$ cat src/rtl/code_entry_sequencer.sv
// Collects three switch digits on debounced ENTER presses, then replays them on x on three back-to-back cycles.
// Optional feature macro: ENTRY_TIMEOUT_EN (discard a partial entry after TIMEOUT_CYCLES idle cycles).
module code_entry_sequencer #(
  parameter int         DEBOUNCE_CYCLES = 16,
  parameter int         TIMEOUT_CYCLES  = 1000000,
  parameter logic [2:0] IDLE_CODE       = 3'b000
) (
  input  logic       clk,
  input  logic       reset,
  input  logic [2:0] sw,
  input  logic       enter_btn,
  output logic [2:0] x,
  output logic       burst_active,
  output logic [1:0] digit_count,
  output logic       timeout_flag
);
  localparam int DB_W = $clog2(DEBOUNCE_CYCLES + 1);

  typedef enum logic {COLLECT, BURST} state_t;

  logic [2:0]      sw_meta_q, sw_sync_q;
  logic            btn_meta_q, btn_sync_q;
  logic [DB_W-1:0] db_cnt_q, db_cnt_d;
  logic            db_level_q, db_level_d;
  logic            db_prev_q;
  logic            press;
  logic            expire;

  state_t          state_q, state_d;
  logic [1:0]      digit_count_q, digit_count_d;
  logic [1:0]      idx_q, idx_d;
  logic [2:0][2:0] dig_buf_q, dig_buf_d;
  logic [2:0]      x_q, x_d;
  logic            burst_active_q, burst_active_d;

  always_ff @(posedge clk or posedge reset) begin
    if (reset) begin
      sw_meta_q  <= 3'b000;
      sw_sync_q  <= 3'b000;
      btn_meta_q <= 1'b0;
      btn_sync_q <= 1'b0;
    end else begin
      sw_meta_q  <= sw;
      sw_sync_q  <= sw_meta_q;
      btn_meta_q <= enter_btn;
      btn_sync_q <= btn_meta_q;
    end
  end

  // Level only follows the synced button after DEBOUNCE_CYCLES consecutive disagreeing samples.
  always_comb begin
    db_cnt_d   = '0;
    db_level_d = db_level_q;
    if (btn_sync_q != db_level_q) begin
      if (db_cnt_q == DB_W'(DEBOUNCE_CYCLES - 1)) begin
        db_level_d = btn_sync_q;
      end else begin
        db_cnt_d = db_cnt_q + DB_W'(1);
      end
    end
  end

  always_ff @(posedge clk or posedge reset) begin
    if (reset) begin
      db_cnt_q   <= '0;
      db_level_q <= 1'b0;
      db_prev_q  <= 1'b0;
    end else begin
      db_cnt_q   <= db_cnt_d;
      db_level_q <= db_level_d;
      db_prev_q  <= db_level_q;
    end
  end

  assign press = db_level_q & ~db_prev_q;

`ifdef ENTRY_TIMEOUT_EN
  localparam int TO_W = $clog2(TIMEOUT_CYCLES + 1);

  logic [TO_W-1:0] idle_cnt_q, idle_cnt_d;
  logic            timeout_flag_q, timeout_flag_d;

  // A press in the expiry cycle suppresses the timeout and restarts the count.
  always_comb begin
    idle_cnt_d     = '0;
    expire         = 1'b0;
    if (state_q == COLLECT && !press && digit_count_q != 2'd0) begin
      if (idle_cnt_q == TO_W'(TIMEOUT_CYCLES - 1)) begin
        expire = 1'b1;
      end else begin
        idle_cnt_d = idle_cnt_q + TO_W'(1);
      end
    end
    timeout_flag_d = expire;
  end

  always_ff @(posedge clk or posedge reset) begin
    if (reset) begin
      idle_cnt_q     <= '0;
      timeout_flag_q <= 1'b0;
    end else begin
      idle_cnt_q     <= idle_cnt_d;
      timeout_flag_q <= timeout_flag_d;
    end
  end

  assign timeout_flag = timeout_flag_q;
`else
  assign expire       = 1'b0;
  // Reference kept so both builds accept the same parameter set.
  assign timeout_flag = 1'b0 & (TIMEOUT_CYCLES > 0);
`endif

  // BURST holds for idx 0..3: three replay cycles plus one idle cycle that still drops presses.
  always_comb begin
    state_d        = state_q;
    digit_count_d  = digit_count_q;
    idx_d          = idx_q;
    dig_buf_d      = dig_buf_q;
    x_d            = IDLE_CODE;
    burst_active_d = 1'b0;
    case (state_q)
      COLLECT: begin
        if (press) begin
          dig_buf_d[digit_count_q] = sw_sync_q;
          if (digit_count_q == 2'd2) begin
            digit_count_d = 2'd0;
            idx_d         = 2'd0;
            state_d       = BURST;
          end else begin
            digit_count_d = digit_count_q + 2'd1;
          end
        end else if (expire) begin
          digit_count_d = 2'd0;
        end
      end
      BURST: begin
        if (idx_q == 2'd3) begin
          state_d = COLLECT;
        end else begin
          x_d            = dig_buf_q[idx_q];
          burst_active_d = 1'b1;
          idx_d          = idx_q + 2'd1;
        end
      end
      default: state_d = COLLECT;
    endcase
  end

  always_ff @(posedge clk or posedge reset) begin
    if (reset) begin
      state_q        <= COLLECT;
      digit_count_q  <= 2'd0;
      idx_q          <= 2'd0;
      dig_buf_q      <= '0;
      x_q            <= IDLE_CODE;
      burst_active_q <= 1'b0;
    end else begin
      state_q        <= state_d;
      digit_count_q  <= digit_count_d;
      idx_q          <= idx_d;
      dig_buf_q      <= dig_buf_d;
      x_q            <= x_d;
      burst_active_q <= burst_active_d;
    end
  end

  assign x            = x_q;
  assign burst_active = burst_active_q;
  assign digit_count  = digit_count_q;
endmodule

$ cat config.mk
export PLATFORM = sky130hd
export DESIGN_NAME = code_entry_sequencer
export DESIGN_NICKNAME = d
export VERILOG_FILES = /design/src/rtl/code_entry_sequencer.sv
export SDC_FILE = /design/constraint.sdc
export NUM_CORES = 1
export LEC_CHECK = 0
export ABC_AREA = 1
export BUFFER_PORTS_ARGS = -buffer_cell sky130_fd_sc_hd__buf_2
export CORE_AREA = 2 2 46 57
export CTS_CLUSTER_DIAMETER = 100
export DETAILED_ROUTE_END_ITERATION = 12
export DIE_AREA = 0 0 48 59
export PLACE_DENSITY_LB_ADDON = 0.1
export SLEW_MARGIN = 40
export SYNTH_ARGS = -nofsm -noshare
export SYNTH_HDL_FRONTEND = slang
export SYNTH_SLANG_ARGS = --single-unit
$ cat constraint.sdc
create_clock -name clk -period 2.4 [get_ports clk]
set_input_delay 0.24 -clock clk [delete_from_list [all_inputs] [get_ports clk]]
set_output_delay 0.24 -clock clk [all_outputs]
set_load 0.05 [all_outputs]
After elaboration in Yosys (flattened, before gate mapping)
Index checks and enable logic that the tools add are counted.
{"block": "totals", "out_inout_bits": 7, "ff_bits": 33, "wordCells": 54, "input_bits": 6}
{"block": "classes", "magnitude_cmp": 3, "bitwise": 3, "reduce_logical": 4, "eq_ne": 7, "n_mux": 19, "addsub": 3}
{"cell": "3-bit two-way mux", "count": 4}
{"cell": "5-bit two-way mux", "count": 2}
{"cell": "9-bit bitwise mux", "count": 1}
{"cell": "2-bit two-way mux", "count": 4}
{"cell": "3-bit binary-select mux with 2-bit select", "count": 1}
{"cell": "3-bit demux with 2-bit select", "count": 1}
{"cell": "2-bit by 3-bit < comparator with 1-bit output (second input constant)", "count": 2}
{"cell": "2-bit inequality test (second input constant)", "count": 3}
{"cell": "5-bit by 1-bit adder with 5-bit output (second input constant)", "count": 1}
{"cell": "5-bit by 4-bit equality test with 1-bit output (second input constant)", "count": 1}
{"cell": "2-bit by 1-bit adder with 2-bit output (second input constant)", "count": 2}
{"cell": "2-bit equality test (second input constant)", "count": 2}
{"cell": "1-bit two-way mux", "count": 4}
{"cell": "2-bit one-hot mux with 2 select lines", "count": 1}
{"cell": "2-bit AND reduction", "count": 2}
{"cell": "3-bit AND reduction", "count": 1}
{"cell": "2-bit by 1-bit greater-or-equal comparator with 1-bit output (second input constant)", "count": 1}
{"cell": "1-bit inverter", "count": 2}
{"cell": "1-bit one-hot mux with 2 select lines", "count": 1}
{"cell": "1-bit bitwise AND", "count": 1}
{"cell": "1-bit logical AND", "count": 1}
{"cell": "1-bit inequality test", "count": 1}

Depth between registers and ports, before layout
Gate-level depths: netlist (run 1).
{"block": "depth", "depth_word": 5, "mapped_depth": 6}

Worst setup path before layout (run 1)
No wires, ideal clock.
{"block": "synth_path", "kind": "register to register", "startpoint": "reg digit_count_q[1] (netlist: digit_count[1])", "endpoint": "reg idx_q[0]", "synth_period_minus_slack_ns": 1.331, "n_path_buf": 0, "setup_ns": 0.118, "arrival_ns": 1.213, "setup_slack_ns": 1.069, "required_ns": 2.282, "stages_incl_launch_ff": 6, "path_cell_list": "dfrtp_1 inv_2 nor2_2 nand3_2 nand3_1 nand2_1"}
{"block": "synth_via", "elab_chain_len": 3}
{"element": "from (decl)", "line": "30", "source": "logic [1:0] digit_count_q, digit_count_d;"}
{"element": "from (signal assigned)", "line": "160", "source": "digit_count_q <= digit_count_d;"}
{"element": "2-bit equality test", "line": "126", "source": "if (digit_count_q == 2'd2) begin"}
{"element": "2-bit inequality test (no source line)"}
{"element": "3-bit AND reduction (no source line)"}
{"element": "to (signal assigned)", "line": "161", "source": "idx_q <= idx_d;"}
{"element": "to (decl)", "line": "31", "source": "logic [1:0] idx_q, idx_d;"}
No other way between the ends.
A chain may end at the register's enable or synchronous reset.

Final worst setup path (run 1)
{"block": "layout_path", "startpoint": "reg digit_count_q[0] (netlist: digit_count[0])", "endpoint": "out digit_count[0]"}
{"element": "to (decl)", "line": "14", "source": "output logic [1:0] digit_count,"}
No word-level cell between the ends.

==> flow_metrics.py, run 1 <==
metrics = {
    "outcome": {
        "outcome": "complete, no violations",
    },
    "clocking": {
        "cts_root_buf": "clkbuf_4",
        "cts_sinks": 33,
        "cts_max_path_buffers": 2,
        "cts_setup_buffers": 0,
        "cts.clk_slew.worst_paths_ns": 0.09,
        "cts_inserted_buffers": 5,
        "htree_levels": 2,
        "cts_tree": "built",
        "clk_latency_ns": 0.34,
    },
    "logic_synthesis": {
        "synth_area_leaders": "dfrtp_1, nand2_1, nand3_1",
        "netlist_area_sq_um": 1310,
        "ys_types": 23,
        "ys_seq_area_share_pct": 63.2,
        "netlist.area_leader.share_pct": 63.2,
        "synth_warnings": 0,
        "synth_fp_nets": 137,
        "ys_ff_latch": 33,
        "synth_top_cell_by_area": "dfrtp_1",
        "syn_avg_cell_area_sq_um": 10.1,
        "synthCells": 129,
    },
    "finish": {
        "syn2layout_area_growth_pct": 13.6,
        "layout-drive-gt1-share_pct": 20.7,
        "fin_nets": 158,
        "diodes": 0,
    },
    "pwr": {
        "power.density_nw_per_um2": 623,
        "p_leak_uw": 0.000763,
        "total_power_uw": 925,
        "vdd_ir_drop_max_mv": 0.509,
    },
    "timing": {
        "hold_ws_ns": 0.0174,
        "min_period_ns": 1.37,
        "rsz0062_at_grt": "no",
        "finalWorstSetupSlack_ns": 1.03,
        "fmax_ghz": 0.729,
        "finalSetupTns_ns": 0,
        "setup_violations": 0,
        "hold_violations": 0,
        "fin_crit_sh_pct": 57.2,
        "finalMaxSlewViolations": 0,
        "skew_ns": 0.0113,
    },
    "worst_setup_path": {
        "start_kind": "flip-flop",
        "required_ns": 2.16,
        "crit_arrival_ns": 1.13,
        "worst-path-max-fanout": 7,
        "path_class": "reg -> out",
        "path_delay_family": "flip-flops",
        "crit_chain": "buf_2",
        "cp-end-kind": "output pin",
        "slowest_delay_ns": 0.48,
        "crit_slowest_cell": "dfrtp_1",
        "crit_buf_inv": 1,
    },
    "detailed_routing": {
        "detail_route.wl_per_cell_um": 12.2,
        "drtIter0Drc": 17,
        "drtAntennaViolNets": 0,
        "dr.pass1.iters": 4,
        "vias_per_cell": 5.00,
        "drc": 0,
        "totalWireLength_mm": 2.22,
        "vias": 905,
    },
    "floorplan": {
        "initial_utilization_pct": 57.9,
        "fp.dieH_um": 59,
        "die_area_sq_um": 2830,
        "placementRows": 19,
        "ioPinCount": 13,
        "core-area_sq_um": 2260,
        "die_w_um": 48,
    },
    "placed_design": {
        "port_buffers": 11,
        "post-place-ws_ns": 1.21,
        "dp_hpwl_mm": 1.58,
        "gp_congestion": 0.718,
    },
    "global_routing": {
        "grt_max_degree": 34,
        "track_usage_pct": 19.5,
        "grt_pass1_wl_mm": 3.67,
        "grt_pass1_vias": 898,
        "gr-total-overflow": 0,
        "antenna_found_initial": 0,
    },
    "min_path": {
        "hold_class": "in -> reg",
    },
    "run": {
        "cap_violations": 0,
    },
}
[cells by family after synthesis]
| group | after synthesis | share of synthesized area (%) |
|---|---|---|
| compound gates | 7 | 2.68 |
| xor+xnor | 1 | 0.670 |
| fa+ha+maj | 2 | 1.91 |
| buf+inv | 13 | 4.59 |
| flops | 33 | 63.2 |
| other cells | 1 | 0.287 |
| simple gates | 72 | 26.7 |
[cell usage in the layout (no fill, tap or decap), types with 4 or more instances in the layout]
cell	instances
dfrtp_1	33
clkbuf_4	5
nand2_1	29
inv_1	5
inv_2	6
nor2_1	14
buf_2	11
dlygate4sd3_1	4
nand3_1	11
nand4_1	7
[metrics by stage]
step           area [sq um]  util (%)  std cells
6_report               1490      65.8        181
5_1_grt                1490      65.8        181
4_1_cts                1480      65.3        180
3_5_place_dp           1390      61.6        170
3_3_place_gp           1390      61.6        170
2_1_floorplan          1310         -        129
[what timing repair did]
action	4_1_cts	5_1_grt
resized for setup	0	0
hold buffers	3	1
endpoints found under the hold margin	35	1
[flip-flops by register name, summed over array words and instances, names as in the netlist]
name and flops:
db_cnt_q 5, btn_meta_q 1, sw_sync_q 3, btn_sync_q 1, db_level_q 1, dig_buf_q 9
x 3, digit_count 2, db_prev_q 1, sw_meta_q 3, burst_active 1, state_q 1
idx_q 2
[path summary, 6_finish.rpt]
kind,startpoint,end,slack [ns],depth (start not counted)
setup / recovery,digit_count[0],digit_count[0],1.03,1
hold / removal,sw[2],sw_meta_q[2],0.02,1
setup reg to reg,idx_q[1],idx_q[0],1.20,5
hold reg to reg,btn_meta_q,btn_sync_q,0.36,0
max in group asynchronous,reset,btn_meta_q,1.58,4
min in group asynchronous,reset,db_cnt_q[4],0.52,4
[layout make-up]
cell class | instances | area [sq um]
Timing Repair Buffer | 16 | 103
Fill cell | 196 | 773
Clock buffer | 7 | 55.1
Tap cell | 31 | 38.8
Inverter | 11 | 41.3
Sequential cell | 33 | 826
Multi-Input combinational cell | 83 | 422
[worst reg2reg max path, stage by stage, from the launching register on]
cell,delay (ns)
dfrtp_1,0.48
ha_1,0.21
inv_1,0.08
nand2_1,0.15
nand3_1,0.13
nand2_1,0.05
[cells in the mapped netlist, drive strengths merged]
cell	count
a21oi	3
buf	2
conb	1
dfrtp	33
ha	2
inv	11
nand2	30
nand3	12
nand4	8
nor2	17
nor3	1
nor3b	1
o21ai	4
or2	3
xor2	1
[power by group]
| part | switching [uW] | internal (uW) | leakage [uW] | total [uW] |
|---|---|---|---|---|
| Combinational | 24.5 | 13.8 | 0.000292 | 38.3 |
| Sequential | 7.76 | 567 | 0.000440 | 575 |
| Clock | 174 | 138 | 0.0000314 | 312 |
| Total | 206 | 719 | 0.000763 | 925 |
[routing by layer]
metal	part of all wire [%]	track usage (%)
met5	0	0
met4	1.9	6.95
met3	3.7	10.1
met2	53	33.5
met1	41	19.3
No activity file was read; power rests on OpenSTA's default activity.
==> inputs of run 2 (changes only) <==
- CORE_AREA: 2 2 46 57 -> 2 2 48 58
- DIE_AREA: 0 0 48 59 -> 0 0 50 60
- clock period: 2.4 -> 1.4 ns (I/O delays scaled with it)
==> run 2 against run 1 <==
  * Combinational power rose by 78%
  * Via count rose by 2.2%
  * First-iteration DRC count rose by 24%
  * Total power rose by 68%
  * Clock power rose by 60%
  * Clock skew fell by 0.0023 ns
  * Sequential power rose by 71%
  * Design area rose by 0.59%
  * Cell count rose by 2.2%
  * Flip-flop and latch count did not move
==> flow_metrics.py, run 2 (synthesized netlist as in run 1, its figures left out) <==
metrics = {
    "outcome": {
        "outcome": "complete, no violations",
    },
    "worst_setup_path": {
        "cp-end-kind": "output pin",
        "crit_arrival_ns": 1.13,
        "slowest_delay_ns": 0.49,
        "crit_chain": "buf_2",
        "crit_buf_inv": 1,
        "crit_slowest_cell": "dfrtp_1",
        "timing.rr.start": "idx_q[1]",
        "worstRegToRegCells": 5,
        "required_ns": 1.26,
        "ff2ff_setup_slack_ns": 0.16,
        "path_class": "reg -> out",
        "endpoint": "digit_count[0]",
        "path_delay_family": "flip-flops",
        "worst-path-max-fanout": 7,
        "r2r-end": "idx_q[1]",
        "start_kind": "flip-flop",
        "cp.depth": 1,
        "worstSetupStartpoint": "digit_count[0]",
    },
    "clocking": {
        "cts.clk_slew.worst_paths_ns": 0.09,
        "cts_inserted_buffers": 5,
        "cts_max_path_buffers": 2,
        "cts_resized": 0,
        "cts_sinks": 33,
        "cts_tree": "built",
        "clk_latency_ns": 0.33,
        "cts_root_buf": "clkbuf_4",
        "htree_levels": 2,
    },
    "global_routing": {
        "grt_pass1_wl_mm": 3.86,
        "grt_max_degree": 34,
        "grt_pass1_vias": 898,
        "gr-total-overflow": 0,
        "antenna_found_initial": 0,
        "track_usage_pct": 18.2,
    },
    "timing": {
        "hold_violations": 0,
        "setup_violations": 0,
        "fmax_ghz": 0.790,
        "min_period_ns": 1.27,
        "fin_crit_sh_pct": 90.5,
        "finalMaxSlewViolations": 0,
        "rsz0062_at_grt": "no",
        "finalSetupTns_ns": 0,
        "skew_ns": 0.00903,
    },
    "finish": {
        "fin_cells": 185,
        "final_cell_mix": "dfrtp_1, nand2_1, nor2_1",
        "reg_top3": "dig_buf_q: 9 flops, db_cnt_q: 5 flops",
        "fin_nets": 159,
        "diodes": 0,
        "seq_area_sq_um": 826,
        "fillerInstances": 222,
        "multi_input_area_sq_um": 422,
        "final_area_sq_um": 1490,
        "layout-drive-gt1-share_pct": 21.1,
        "top_register": "dig_buf_q",
        "mostFrequentLayoutCell": "dfrtp_1",
        "largest_reg_flops": 9,
        "syn2layout_area_growth_pct": 14.3,
    },
    "pwr": {
        "power_frac_seq_pct": 63.4,
        "swShare_pct": 23.5,
        "clockPowerShare_pct": 32.2,
        "power_frac_comb_pct": 4.4,
        "vdd_ir_drop_max_mv": 0.857,
        "power_switching_uw": 364,
        "p_leak_uw": 0.000768,
        "power.density_nw_per_um2": 1040,
        "intPower_uw": 1190,
    },
    "detailed_routing": {
        "drc": 0,
        "dr.pass1.iters": 5,
        "detail_route.wl_per_cell_um": 12.0,
        "drtIter0Drc": 21,
        "totalWireLength_mm": 2.23,
        "vias": 925,
        "vias_per_cell": 5.00,
        "drtAntennaViolNets": 0,
    },
    "run": {
        "cap_violations": 0,
    },
    "placed_design": {
        "dp_hpwl_mm": 1.57,
        "port_buffers": 11,
        "gp_congestion": 0.756,
        "dp.cells": 172,
        "place_area_sq_um": 1390,
    },
    "floorplan": {
        "placementRows": 20,
        "initial_utilization_pct": 52.8,
        "ioPinCount": 13,
        "fp.dieH_um": 60,
        "core-area_sq_um": 2480,
        "die_area_sq_um": 3000,
        "die_w_um": 50,
    },
    "min_path": {
        "hold_class": "reg -> reg",
    },
}
## run 2: changes by cell type in the layout (fill, tap and decap cells not counted)
| cell | delta |
|---|---|
| clkinv_2 | +2 |
| clkbuf_8 | -1 |
| dlygate4sd3_1 | +1 |
## run 2: per-stage QoR
| step | setup slack, ns | utilization, % | total power [uW] | hold WS [ns] |
|---|---|---|---|---|
| floorplan | 0.0693 | - | 1040 | 0.171 |
| global placement | 0.195 | 56.2 | 1060 | 0.242 |
| detailed placement | 0.184 | 56.2 | 1060 | 0.246 |
| CTS | 0.104 | 60.3 | 1570 | 0.358 |
| global route | 0.0252 | 60.3 | 1620 | 0.364 |
| finish | 0.134 | 60.3 | 1550 | 0.353 |
## run 2: worst min path at each step
stage                      start  cells past startpoint           end
floorplan              enter_btn                      0    btn_meta_q
global placement           reset                      3   db_cnt_q[4]
detailed placement         reset                      3  dig_buf_q[8]
CTS                 sw_meta_q[2]                      0  sw_sync_q[2]
global route          btn_meta_q                      0    btn_sync_q
finish              sw_meta_q[2]                      0  sw_sync_q[2]
## run 2: cell type report
cell class / instances / area share [%]
Tap cell: 33 / 2.76
Clock buffer: 6 / 2.76
Inverter: 11 / 2.76
Clock inverter: 2 / 0.670
Sequential cell: 33 / 55.3
Timing Repair Buffer: 17 / 7.54
Multi-Input combinational cell: 83 / 28.2
## run 2: what timing repair did
action | CTS | global route
endpoints found under the setup margin | 0 | 0
endpoints found under the hold margin | 37 | 0
hold buffers | 5 | 0
buffers inserted | 0 | 0
## run 2: power by group through the flow
| stage | registers [uW] | logic, uW | clock network (uW) |
|---|---|---|---|
| floorplan | 1000 | 41.0 | 0 |
| global placement | 1000 | 57.8 | 0 |
| detailed placement | 1000 | 58.7 | 0 |
| CTS | 986 | 69.3 | 518 |
| global route | 988 | 79.8 | 551 |
| finish | 986 | 68.2 | 500 |
## run 2: per-layer routing
metal	routed length [um]	vias to the layer above	part of all wire [%]	track usage, %
met4	46	0	2.1	8.73
met3	104	8	4.7	7.50
met5	0	-	0	0
li1	-	462	-	-
met2	1140	21	51	31.2
met1	938	434	42	19.6
